===== config.mk =====
export PLATFORM = sky130hd
export DESIGN_NAME = pipelined_cla_adder
export DESIGN_NICKNAME = d
export VERILOG_FILES = /design/src/rtl/pipelined_cla_adder.sv
export SDC_FILE = /design/constraint.sdc
export NUM_CORES = 1
export LEC_CHECK = 0
export BUFFER_PORTS_ARGS = -buffer_cell sky130_fd_sc_hd__buf_2
export CAP_MARGIN = 20
export CORE_MARGIN = 2
export CORE_UTILIZATION = 40
export CTS_CLUSTER_SIZE = 12
export DETAILED_ROUTE_END_ITERATION = 12
export PLACE_DENSITY_LB_ADDON = 0.05
export SYNTH_ARGS = -nofsm -noshare
export SYNTH_HDL_FRONTEND = slang
export SYNTH_SLANG_ARGS = --single-unit

===== constraint.sdc =====
create_clock -name clk -period 3.8 [get_ports clk]
set_input_delay 0.76 -clock clk [delete_from_list [all_inputs] [get_ports clk]]
set_output_delay 0.76 -clock clk [all_outputs]
set_load 0.005 [all_outputs]

===== src/rtl/pipelined_cla_adder.sv =====
// Pipelined carry-lookahead adder/subtractor.
// Each BLOCK-bit group gets its own register stage. The group carry ripples
// from one stage to the next through registers. The unconsumed upper operand
// bits and the finished lower sum bits travel forward with the beat.
// A global stall, taken from the output handshake, freezes every stage, so
// bubbles are never squeezed out of the pipeline.
module pipelined_cla_adder #(
    parameter int WIDTH = 16,
    parameter int BLOCK = 4
) (
    input  logic             clk,
    input  logic             rst_n,
    input  logic             in_valid,
    output logic             in_ready,
    input  logic [WIDTH-1:0] a,
    input  logic [WIDTH-1:0] b,
    input  logic             c_in,
    input  logic             sub,
    output logic             out_valid,
    input  logic             out_ready,
    output logic [WIDTH-1:0] sum,
    output logic             c_out,
    output logic             overflow
);

    localparam int N = WIDTH / BLOCK;

    generate
        if (WIDTH <= 0 || BLOCK <= 0 || (WIDTH % BLOCK) != 0) begin : g_bad_width
            $error("pipelined_cla_adder: WIDTH must be a positive multiple of BLOCK");
        end
    endgenerate

    // Returns the carry into every bit of the group plus the group carry-out.
    // Each carry is written as a flat sum of products, with no ripple between bits.
    function automatic logic [BLOCK:0] group_carries(input logic [BLOCK-1:0] g,
                                                     input logic [BLOCK-1:0] p,
                                                     input logic             cin);
        logic [BLOCK:0] c;
        logic           term;
        c    = '0;
        c[0] = cin;
        for (int i = 0; i < BLOCK; i++) begin
            term = cin;
            for (int j = 0; j <= i; j++) term = term & p[j];
            c[i+1] = term;
            for (int j = 0; j <= i; j++) begin
                term = g[j];
                for (int m = j + 1; m <= i; m++) term = term & p[m];
                c[i+1] = c[i+1] | term;
            end
        end
        return c;
    endfunction

    logic             stall;
    logic             ch_valid [N];
    logic [WIDTH-1:0] ch_a     [N];
    logic [WIDTH-1:0] ch_b     [N];
    logic [WIDTH-1:0] ch_sum   [N];
    logic             ch_carry [N];

    assign stall    = out_valid & ~out_ready;
    assign in_ready = ~stall;

    // Subtraction is handled as a + ~b + ~c_in. It is folded in at the input,
    // so every stage sees a plain add.
    assign ch_valid[0] = in_valid;
    assign ch_a[0]     = a;
    assign ch_b[0]     = sub ? ~b : b;
    assign ch_carry[0] = sub ? ~c_in : c_in;
    assign ch_sum[0]   = '0;

    generate
        for (genvar k = 0; k < N; k++) begin : g_stage
            logic [BLOCK-1:0] ga, gb, gg, gp;
            logic [BLOCK:0]   gc;
            logic [WIDTH-1:0] next_sum;

            assign ga = ch_a[k][k*BLOCK +: BLOCK];
            assign gb = ch_b[k][k*BLOCK +: BLOCK];
            assign gg = ga & gb;
            assign gp = ga ^ gb;
            assign gc = group_carries(gg, gp, ch_carry[k]);

            // Merge this group's sum bits into the partial result carried by the beat
            always_comb begin
                next_sum                    = ch_sum[k];
                next_sum[k*BLOCK +: BLOCK]  = gp ^ gc[BLOCK-1:0];
            end

            if (k < N - 1) begin : g_mid
                logic             v_q;
                logic [WIDTH-1:0] a_q, b_q, sum_q;
                logic             c_q;

                // Intermediate stage register; data only loads with a valid beat
                always_ff @(posedge clk or negedge rst_n) begin
                    if (!rst_n) begin
                        v_q   <= 1'b0;
                        a_q   <= '0;
                        b_q   <= '0;
                        sum_q <= '0;
                        c_q   <= 1'b0;
                    end else if (!stall) begin
                        v_q <= ch_valid[k];
                        if (ch_valid[k]) begin
                            a_q   <= ch_a[k];
                            b_q   <= ch_b[k];
                            sum_q <= next_sum;
                            c_q   <= gc[BLOCK];
                        end
                    end
                end

                assign ch_valid[k+1] = v_q;
                assign ch_a[k+1]     = a_q;
                assign ch_b[k+1]     = b_q;
                assign ch_sum[k+1]   = sum_q;
                assign ch_carry[k+1] = c_q;
            end else begin : g_last
                // Final stage drives the registered outputs; they hold through stalls and bubbles
                always_ff @(posedge clk or negedge rst_n) begin
                    if (!rst_n) begin
                        out_valid <= 1'b0;
                        sum       <= '0;
                        c_out     <= 1'b0;
                        overflow  <= 1'b0;
                    end else if (!stall) begin
                        out_valid <= ch_valid[k];
                        if (ch_valid[k]) begin
                            sum      <= next_sum;
                            c_out    <= gc[BLOCK];
                            overflow <= gc[BLOCK] ^ gc[BLOCK-1];
                        end
                    end
                end
            end
        end
    endgenerate

endmodule


==> results.sh <==
export IMPL_outcome="complete, no violations"
export IMPL_postLayoutCoreUtil_pct=46.76
export IMPL_num_vias=2713
export IMPL_cts_hold_buf=0
export IMPL_slew_violations=0
export IMPL_max_freq_mhz=419.6
export IMPL_yosysMostFrequentCell="dfrtp_1"
export IMPL_port_buffers=57
export IMPL_synth_largest_area_cell="dfrtp_1"
export IMPL_yosysUniqueCellTypes=33
export IMPL_cp_cell_sequence="buf_2 -> nor2b_4 -> buf_4 -> inv_4 -> buf_2"
export IMPL_core_um2=10890
export IMPL_cp_required_ps=3040
export IMPL_grt_use_met3_pct=3.880
export IMPL_rows=38
export IMPL_synth_nets=399
export IMPL_yosysSeqAreaShare_pct=53.95
export IMPL_final_setup_tns_ps=0
export IMPL_synth_top_family_by_area="multiplexers"
export IMPL_grt_start_max_net_pins=59
export IMPL_arrival_ps=1620
export IMPL_drt_iter0_markers=95
export IMPL_fin_area_um2=5091
export IMPL_nFillCells=1013
export IMPL_grt_util_met2_pct=21.87
export IMPL_place_gp_congestion=0.7438
export IMPL_wirelength_mm=8.255
export IMPL_setup_violations=0
export IMPL_io_pins=58
export IMPL_slew_headroom_pct=50.51
export IMPL_placed_area_um2=4873
export IMPL_skew_ps=6.808
export IMPL_cp_top_family="buffers and inverters"
export IMPL_cts_tree="built"
export IMPL_synth_top_area_share_pct=53.95
export IMPL_overflow=0
export IMPL_criticalPathCategory="in2out"
export IMPL_worstSetupStartpoint="out_ready"
export IMPL_rsz0062_at_grt="false"
export IMPL_drc=0
export IMPL_cts_max_path_buffers=2
export IMPL_regArea_um2=2427
export IMPL_hp_class="in2async"
export IMPL_synth_compound_area_share_pct=12.35
export IMPL_yosys_register_bits=97
export IMPL_clock_sinks=97
export IMPL_grt_pass1_vias=2759
export IMPL_p_total_w=0.003996
export IMPL_synth_top_cells_by_count="dfrtp_1 (97), o21ai_0 (52), mux2_2 (48)"
export IMPL_vias_per_cell=5.043
export IMPL_cp_slowest_stage_delay_ps=320
export IMPL_critPathMaxFanout=29
export IMPL_area_growth_pct=13.15
export IMPL_root_buffer="clkbuf_8"
export IMPL_clk_pin_slew_ps=90
export IMPL_antenna_cells=0
export IMPL_dieArea_um2=12110
export IMPL_irDropWorstVdd_v=0.0003143
export IMPL_finalHoldViolations=0
export IMPL_synth_fa_ha_area_share_pct=7.341
export IMPL_initial_core_util_pct=41.32
export IMPL_synth_warnings=0
export IMPL_synth_edf_count=0
export IMPL_cap_violations=0
export IMPL_cts_resized=0
export IMPL_numCtsBuffers=9
export IMPL_dp_hpwl_mm=5.784
export IMPL_htreeDepth=3
export IMPL_synth_cells=337
export IMPL_async_flop_share_pct=100.0
export IMPL_post_route_period_util_pct=62.72
export IMPL_dieWidth_um=110.1
export IMPL_netlist_top_cells_area="dfrtp_1 (54%), mux2_2 (12%), o21ai_0 (5.8%), ha_1 (5.6%), mux2_4 (3.3%)"
export IMPL_wire_per_inst_um=15.34
export IMPL_finalCriticalPeriod_ps=2383
export IMPL_critical_path_buf_inv_count=4
export IMPL_powerDensity_nw_per_um2=784.9
export IMPL_synth_ff_type="dfrtp_1"
export IMPL_fp_dieH_um=110.1
export IMPL_netlist_area_um2=4499
export IMPL_grt_util_met1_pct=23.22
export IMPL_cp_slowest_cell="buf_4"
export IMPL_synthMuxAreaShare_pct=16.10
export IMPL_leakage_nw=2.414
export IMPL_antenna_left=0
export IMPL_grt_use_total_pct=15.51
export IMPL_cp_start_kind="input port"
export IMPL_synth_xor_xnor_area_share_pct=4.088
export IMPL_postCtsSetupBuffers=0
export IMPL_grt_busiest_layer="met1"
export IMPL_clk_latency_ps=360
export IMPL_multi_input_area_um2=1902
export IMPL_antenna_found_initial=0
export IMPL_yosys_area_share_simple_pct=2.392
export IMPL_avgSynthCellArea_um2=13.35
export IMPL_first_pass_iters=4
export IMPL_cp_end_kind="output pin"
export IMPL_nNetsFinal=456
export IMPL_drive_gt1_share_pct=34.92
export IMPL_worstMarginPinSlew_ps=742.4
export IMPL_reg2reg_from="out_valid$_DFFE_PN0N_"
export IMPL_critical_path_most_common_cell="buf_2"
export IMPL_grt_pass1_wl_mm=14.24
final cells by class:
cell class / instances / area share (%)
multi-input combinational: 211 / 37.36
timing repair buffer: 60 / 6.095
sequential: 97 / 47.68
tap: 140 / 3.441
inverter: 15 / 1.155
clock buffer: 10 / 2.703
clock inverter: 5 / 1.573
sequential cells by signal, summed over array words and instances, names as in the netlist:
signal               flops
g_stage.g_mid.sum_q     24
g_stage.g_mid.a_q       24
g_stage.g_mid.v_q        3
out_valid                1
c_out                    1
g_stage.g_mid.c_q        3
sum                     16
g_stage.g_mid.b_q       24
overflow                 1
cells by family (layout without fill, tap and decap cells):
group | after synthesis | count (layout)
AOI/OAI and AO/OA | 89 | 89
xor gates and xnor gates | 21 | 21
adders and majority gates | 24 | 24
buffers and inverters | 29 | 90
DFF | 97 | 97
muxes | 61 | 61
and+or+nand+nor | 16 | 16
stage by stage:
stage | std cells | setup slack (ps) | hold WS [ps]
final | 538 | 1417 | 465.6
after global routing | 538 | 1341 | 495.7
after CTS | 538 | 1409 | 470.6
after detailed placement | 523 | 1138 | 488.6
after global placement | 523 | 1205 | 483.3
after floorplan | 337 | 1310 | 451.2
report_power, final:
group / internal, W / total [W] / switching [W]
combinational: 0.000808 / 0.00150 / 0.000696
clock: 0.000384 / 0.000733 / 0.000349
sequential: 0.00150 / 0.00176 / 0.000264
total: 0.00269 / 0.00400 / 0.00131
metal layers:
layer  up-vias  routed length (um)
met5         -                   0
met2        51                3428
met4         0                 112
li1       1322                   -
met1      1330                4391
met3        10                 324
worst register-to-register path: cells and delay by family (launching register included):
kind | cells | cell delay [ps]
flip-flops | 1 | 350
AND/OR/NAND/NOR | 2 | 550
buffers and inverters | 2 | 490
multiplexers | 1 | 400
path summary, 6_finish.rpt:
check                                                        endpoint  slack (ps)  cells past startpoint
min in group clk                  g_stage[1].g_mid.b_q[8]$_DFFE_PN0P_         500                      1
worst min-delay path            g_stage[2].g_mid.sum_q[0]$_DFFE_PN0P_         470                      1
worst max register to register   g_stage[2].g_mid.b_q[12]$_DFFE_PN0P_        1900                      5
worst max-delay path                                         in_ready        1420                      5
max in group asynchronous                          sum[8]$_DFFE_PN0P_        2570                      2
worst min register to register    g_stage[1].g_mid.b_q[8]$_DFFE_PN0P_         500                      1
cell usage in the layout (no fill, tap or decap):
cell type / instances
xnor2_1: 13
o21ai_0: 52
fa_1: 4
o31ai_1: 6
dfrtp_1: 97
mux2_4: 10
a41o_1: 2
nor2b_4: 1
xor2_1: 8
ha_1: 20
clkinv_2: 1
a21boi_0: 2
o211a_1: 4
o21a_1: 10
nand2_2: 1
o31a_1: 4
mux2_2: 48
buf_2: 56
inv_4: 1
a21oi_1: 2
nand2_1: 2
a21o_1: 6
nor2_4: 1
inv_1: 14
mux2_1: 3
bufinv_16: 2
clkbuf_8: 10
buf_4: 4
or3_1: 2
nor3_1: 6
o311a_1: 1
clkinvlp_4: 2
nand2_4: 2
nor2_1: 1
(Power assumes the default switching activity.)
